===== src/rtl/wash_phase_timer_if.sv =====
// Phase-timer bus between the washer control FSM and its timing controller.
// Latency: none (signal bundle only).
// Backpressure: none; timeouts are level handshakes released by the FSM leaving the phase.
//
// Ports (members):
//   wash_active, spin_active, pause  : FSM phase indicators and freeze request
//   wash_time, spin_time             : phase durations in ticks, sampled on phase entry
//   cycle_timeout, spin_timeout      : level timeouts back to the FSM
//   remaining, busy, tick            : display / status outputs
interface wash_phase_timer_if #(
    parameter int CNT_W = 8
) ();
    logic             wash_active;
    logic             spin_active;
    logic             pause;
    logic [CNT_W-1:0] wash_time;
    logic [CNT_W-1:0] spin_time;
    logic             cycle_timeout;
    logic             spin_timeout;
    logic [CNT_W-1:0] remaining;
    logic             busy;
    logic             tick;

    // FSM side: drives phase indicators and durations, observes timeouts/status.
    modport master (
        output wash_active, spin_active, pause, wash_time, spin_time,
        input  cycle_timeout, spin_timeout, remaining, busy, tick
    );

    // Timer side.
    modport slave (
        input  wash_active, spin_active, pause, wash_time, spin_time,
        output cycle_timeout, spin_timeout, remaining, busy, tick
    );
endinterface


===== src/rtl/wash_phase_timer.sv =====
// Wash/spin phase timer: counts programmable durations in prescaled ticks and raises level timeouts.
// Latency: timeout rises N*TICK_DIV edges after phase entry (+1 per paused cycle); 1 edge for N=0.
// Backpressure: pause freezes counting; timeouts held until the FSM drops the phase's active input.
//
// Ports:
//   clk_i     : system clock, rising edge
//   reset_ni  : asynchronous active-low reset
//   bus       : wash_phase_timer_if slave modport (phase inputs, durations, timeouts, status)
module wash_phase_timer #(
    parameter int TICK_DIV = 50000000,
    parameter int CNT_W    = 8
) (
    input  logic                  clk_i,
    input  logic                  reset_ni,
    wash_phase_timer_if.slave     bus
);

    localparam int PW = (TICK_DIV > 2) ? $clog2(TICK_DIV) : 1;
    localparam logic [PW-1:0] PRESC_LAST = PW'(TICK_DIV - 1);

    localparam logic [2:0] S_IDLE    = 3'd0;
    localparam logic [2:0] S_WASH    = 3'd1;
    localparam logic [2:0] S_WASH_TO = 3'd2;
    localparam logic [2:0] S_SPIN    = 3'd3;
    localparam logic [2:0] S_SPIN_TO = 3'd4;

    logic [2:0]       state_q, state_d;
    logic [PW-1:0]    presc_q, presc_d;
    logic [CNT_W-1:0] rem_q, rem_d;
    logic             cto_q, cto_d;
    logic             sto_q, sto_d;
    logic             busy_q, busy_d;
    logic             tick_q, tick_d;

    // Per-phase view so WASH and SPIN share one counting path.
    logic       phase_act;
    logic [2:0] phase_to;

    always_comb begin
        phase_act = (state_q == S_WASH) ? bus.wash_active : bus.spin_active;
        phase_to  = (state_q == S_WASH) ? S_WASH_TO : S_SPIN_TO;
    end

    always_comb begin
        state_d = state_q;
        presc_d = presc_q;
        rem_d   = rem_q;
        tick_d  = 1'b0;

        case (state_q)
            S_IDLE: begin
                presc_d = '0;
                rem_d   = '0;
                // Wash wins if both phases are requested together.
                if (bus.wash_active) begin
                    state_d = S_WASH;
                    rem_d   = bus.wash_time;
                end else if (bus.spin_active) begin
                    state_d = S_SPIN;
                    rem_d   = bus.spin_time;
                end
            end

            S_WASH, S_SPIN: begin
                if (!phase_act) begin
                    // Abort beats pause and any tick due this cycle.
                    state_d = S_IDLE;
                    presc_d = '0;
                    rem_d   = '0;
                end else if (rem_q == '0) begin
                    // Zero-length phase expires on the edge after entry.
                    state_d = phase_to;
                    presc_d = '0;
                end else if (!bus.pause) begin
                    if (presc_q == PRESC_LAST) begin
                        presc_d = '0;
                        tick_d  = 1'b1;
                        rem_d   = rem_q - CNT_W'(1);
                        if (rem_q == CNT_W'(1)) begin
                            state_d = phase_to;
                        end
                    end else begin
                        presc_d = presc_q + PW'(1);
                    end
                end
            end

            S_WASH_TO: begin
                presc_d = '0;
                rem_d   = '0;
                if (!bus.wash_active) begin
                    state_d = S_IDLE;
                end
            end

            S_SPIN_TO: begin
                presc_d = '0;
                rem_d   = '0;
                if (!bus.spin_active) begin
                    state_d = S_IDLE;
                end
            end

            default: begin
                state_d = S_IDLE;
                presc_d = '0;
                rem_d   = '0;
            end
        endcase

        // Timeouts and busy follow the next state so they change on the same edge as it.
        cto_d  = (state_d == S_WASH_TO);
        sto_d  = (state_d == S_SPIN_TO);
        busy_d = (state_d != S_IDLE);
    end

    always_ff @(posedge clk_i or negedge reset_ni) begin
        if (!reset_ni) begin
            state_q <= S_IDLE;
            presc_q <= '0;
            rem_q   <= '0;
            cto_q   <= 1'b0;
            sto_q   <= 1'b0;
            busy_q  <= 1'b0;
            tick_q  <= 1'b0;
        end else begin
            state_q <= state_d;
            presc_q <= presc_d;
            rem_q   <= rem_d;
            cto_q   <= cto_d;
            sto_q   <= sto_d;
            busy_q  <= busy_d;
            tick_q  <= tick_d;
        end
    end

    assign bus.cycle_timeout = cto_q;
    assign bus.spin_timeout  = sto_q;
    assign bus.remaining     = rem_q;
    assign bus.busy          = busy_q;
    assign bus.tick          = tick_q;

endmodule

===== src/flat_wrapper.sv =====
// flat-port wrapper written by rule: the top's interface ports become plain ports
module wash_phase_timer_flat 
#(
    parameter int TICK_DIV = 50000000,
    parameter int CNT_W    = 8
)
  (clk_i, reset_ni, bus_wash_active, bus_spin_active, bus_pause, bus_wash_time, bus_spin_time, bus_cycle_timeout, bus_spin_timeout, bus_remaining, bus_busy, bus_tick);
  wash_phase_timer_if #(.CNT_W(CNT_W)) bus_i ();
  input  logic clk_i;
  input  logic reset_ni;
  input wire logic [$bits(bus_i.wash_active)-1:0] bus_wash_active;
  input wire logic [$bits(bus_i.spin_active)-1:0] bus_spin_active;
  input wire logic [$bits(bus_i.pause)-1:0] bus_pause;
  input wire logic [$bits(bus_i.wash_time)-1:0] bus_wash_time;
  input wire logic [$bits(bus_i.spin_time)-1:0] bus_spin_time;
  output wire logic [$bits(bus_i.cycle_timeout)-1:0] bus_cycle_timeout;
  output wire logic [$bits(bus_i.spin_timeout)-1:0] bus_spin_timeout;
  output wire logic [$bits(bus_i.remaining)-1:0] bus_remaining;
  output wire logic [$bits(bus_i.busy)-1:0] bus_busy;
  output wire logic [$bits(bus_i.tick)-1:0] bus_tick;
  assign bus_i.wash_active = bus_wash_active;
  assign bus_i.spin_active = bus_spin_active;
  assign bus_i.pause = bus_pause;
  assign bus_i.wash_time = bus_wash_time;
  assign bus_i.spin_time = bus_spin_time;
  assign bus_cycle_timeout = bus_i.cycle_timeout;
  assign bus_spin_timeout = bus_i.spin_timeout;
  assign bus_remaining = bus_i.remaining;
  assign bus_busy = bus_i.busy;
  assign bus_tick = bus_i.tick;
  wash_phase_timer #(.TICK_DIV(TICK_DIV), .CNT_W(CNT_W)) u_core (.clk_i(clk_i), .reset_ni(reset_ni), .bus(bus_i));
endmodule

===== config.mk =====
export PLATFORM = sky130hd
export DESIGN_NAME = wash_phase_timer_flat
export DESIGN_NICKNAME = d
export VERILOG_FILES = /design/src/rtl/wash_phase_timer_if.sv /design/src/rtl/wash_phase_timer.sv /design/src/flat_wrapper.sv
export SDC_FILE = /design/constraint.sdc
export NUM_CORES = 1
export LEC_CHECK = 0
export BUFFER_PORTS_ARGS = -buffer_cell sky130_fd_sc_hd__buf_4
export CAP_MARGIN = 0
export CORE_MARGIN = 5
export CORE_UTILIZATION = 60
export DETAILED_ROUTE_END_ITERATION = 10
export GPL_TIMING_DRIVEN = 0
export MAX_ROUTING_LAYER = met4
export PLACE_DENSITY = 0.9
export SETUP_SLACK_MARGIN = 0.1
export SLEW_MARGIN = 20
export SYNTH_ARGS = -nofsm -noshare
export SYNTH_HDL_FRONTEND = slang
export SYNTH_SLANG_ARGS = --single-unit

===== constraint.sdc =====
create_clock -name clk_i -period 4.6 [get_ports clk_i]
set_clock_uncertainty 0.1 [all_clocks]
set_input_delay 0.23 -clock clk_i [delete_from_list [all_inputs] [get_ports clk_i]]
set_output_delay 0.23 -clock clk_i [all_outputs]
set_load 0.02 [all_outputs]

==> impl_metrics.json <==
{
  "drc": 0,
  "numPortBuffers": 32,
  "synth_top_area_cell": "dfrtp_1",
  "cp-end-kind": "flip-flop",
  "drtIter0Drc": 229,
  "finalMaxSlewViolations": 0,
  "finalCriticalPeriod_ns": 2.62,
  "grt_usage_pct": 24.3,
  "grt_max_degree": 42,
  "htreeDepth": 2,
  "syn_nets": 308,
  "ys_warn_count": 0,
  "gp_congestion": 0.874,
  "status": "completed",
  "hpwl_um": 4660,
  "clock_sinks": 41,
  "detail-route-antenna-nets": 0,
  "post_cts_buffers": 0,
  "start_kind": "flip-flop",
  "grt_pass1_vias": 2274,
  "gr-total-overflow": 0,
  "setup-violations-final": 0,
  "first_pass_iters": 5,
  "fin_setup_tns_ns": 0,
  "layout.nets": 348,
  "rows": 24,
  "maxCapViolations": 0,
  "cts_hold_buffers": 1,
  "area_delta_synth_final_pct": 15.0,
  "wirelength_um": 6380,
  "setup_ws_ns": 1.98,
  "synthCells": 283,
  "grt_pass1_wl_um": 10500,
  "start_util_pct": 61.0,
  "p_clk_share_pct": 16.1,
  "p_per_area_nw_per_um2": 450,
  "clock_latency_ns": 0.30,
  "clk_pin_slew_ns": 0.08,
  "finalHoldViolCount": 0,
  "cts_resized": 0,
  "maxSlewHeadroom_pct": 61.6,
  "clk_path_buf_depth": 2,
  "synth_seq_area_share_pct": 39.5,
  "critPathRequiredTime_ns": 4.65,
  "synth_edf_count": 0,
  "grt_antenna_before_repair": 0,
  "hold_class": "input port to flip-flop",
  "nFillCells": 322,
  "yosys.area.top_type_share_pct": 39.5,
  "dieArea_um2": 5750,
  "ctsRootBufferMaster": "clkbuf_8",
  "core_area_um2": 4260,
  "tightestPinTransition_ns": 0.571,
  "crit_arrival_ns": 2.68,
  "p_int_uw": 762,
  "p_seq_share_pct": 35.1,
  "cts_tree": "built",
  "fin_crit_sh_pct": 57.0,
  "worstSetupPathType": "flip-flop to flip-flop",
  "p_leak_nw": 1.19,
  "ys.flop_type": "dfrtp_1",
  "synth.most_common_cell": "dfrtp_1",
  "die_w_um": 75.8,
  "crit_fanout": 10,
  "worst_ir_drop_vdd_mv": 0.175,
  "avgViaCountPerCell": 6.58,
  "wl_per_cell_um": 17.1,
  "via_count": 2460,
  "pre_cts_slack_ns": 2.00,
  "ios": 33,
  "p_switching_uw": 585,
  "layout-drive-gt1-share_pct": 18.9,
  "fmax_mhz": 381,
  "dieHeight_um": 75.8,
  "synth-seq-cells": 41,
  "synthArstFlopShare_pct": 100,
  "synthTopCellsByCount": "dfrtp_1 (41), nor2_1 (21), nand3_1 (19)",
  "avgSynthCellArea_um2": 9.19,
  "switching_share_pct": 43.4,
  "rsz0062_at_grt": "false",
  "cts_made_buffers": 5,
  "synth_area_um2": 2600,
  "n_antenna_cell": 0,
  "synth_area_leaders": "dfrtp_1 (39%), xnor2_1 (3.7%), nand3_1 (3.7%), nor2_1 (3.0%), nand4_1 (2.9%)",
  "yosysUniqueCellTypes": 62,
  "p_comb_share_pct": 48.7
}
==> path summary, 6_finish.rpt <==
path | start | to | slack [ns] | cells after the start
min in group asynchronous | reset_ni | u_core.bus.remaining[2] | 0.34 | 2
worst max register to register | u_core.bus.remaining[4] | u_core.presc_q[2] | 1.98 | 7
worst max-delay path | u_core.bus.remaining[4] | u_core.presc_q[2] | 1.98 | 7
worst min register to register | u_core.presc_q[22] | u_core.presc_q[22] | 0.48 | 2
max in group asynchronous | reset_ni | u_core.presc_q[2] | 3.68 | 2
worst min-delay path | bus_wash_time[5] | u_core.bus.remaining[5] | 0.06 | 3
==> power groups by stage <==
stage	registers (mW)	logic, mW	clock network [mW]
3_3_place_gp	0.476	0.630	0
3_5_place_dp	0.478	0.647	0
2_1_floorplan	0.513	0.405	0
6_report	0.473	0.656	0.217
5_1_grt	0.482	0.721	0.232
4_1_cts	0.471	0.650	0.220
==> layout make-up <==
type                    instances  area (um2)  area share (%)
multi-input cells             216        1450            48.6
flip-flops and latches         41        1030            34.3
repair buffers                 33         250            8.37
plain buffers                  16        85.1            2.85
clock buffers                   5        68.8            2.30
well taps                      52        65.1            2.18
inverters                      10        37.5            1.26
clock inverters                 1        5.00           0.167
==> flip-flops by register name (all words and copies together) (netlist names) <==
| signal | count |
|---|---|
| u_core.presc_q | 26 |
| u_core.bus.remaining | 8 |
| u_core.state_q | 3 |
| u_core.bus.busy | 1 |
| u_core.bus.cycle_timeout | 1 |
| u_core.bus.spin_timeout | 1 |
| u_core.bus.tick | 1 |
==> critical path, stage by stage (launching register included) <==
cell and delay, ns:
dfrtp_1 0.45, nor3_1 0.52, and3_1 0.24, clkbuf_1 0.28
nor2_1 0.22, nand2_1 0.16, clkbuf_1 0.40, nor2_1 0.10
==> metal layers <==
layer	global-route usage [%]	part of all wire [%]	vias to the layer above
li1	-	-	1170
met1	30.2	41	1154
met2	38.9	49	122
met3	4.75	8.6	14
met4	9.13	1.7	0
met5	-	0	-
==> cell families after synthesis <==
family / synth area share [%]
simple gates: 27.5
compound gates: 20.4
buf+inv: 4.72
flops: 39.5
mux: 1.25
fa+ha+maj: 1.93
xor+xnor: 4.72
==> layout by cell type, fill, tap and decap left out, types with 4 or more instances in the layout <==
cell type and count:
nor3_1 7, a31oi_1 6, a21oi_1 13, a22oi_1 6, a311oi_1 7, clkbuf_8 7, o21ai_0 14, dfrtp_1 41
nand3_1 19, nor2_1 21, a31o_2 4, or3_1 11, inv_1 10, buf_4 33, xnor2_1 11, nand4_1 12
nand2_1 14, ha_1 4, and3_1 5, clkbuf_1 12
==> through the flow <==
| stage | cell area, um2 | util (%) | hold slack [ns] | cells | total power, mW |
|---|---|---|---|---|---|
| 6_report | 2990 | 70.1 | 0.0633 | 374 | 1.35 |
| 5_1_grt | 2990 | 70.1 | 0.0890 | 374 | 1.43 |
| 4_1_cts | 2990 | 70.1 | 0.0644 | 374 | 1.34 |
| 3_5_place_dp | 2910 | 68.1 | 0.142 | 367 | 1.12 |
| 3_3_place_gp | 2910 | 68.1 | 0.137 | 367 | 1.11 |
| 2_1_floorplan | 2600 | - | -0.166 | 283 | 0.917 |
Power figures use the tool's default switching activity.
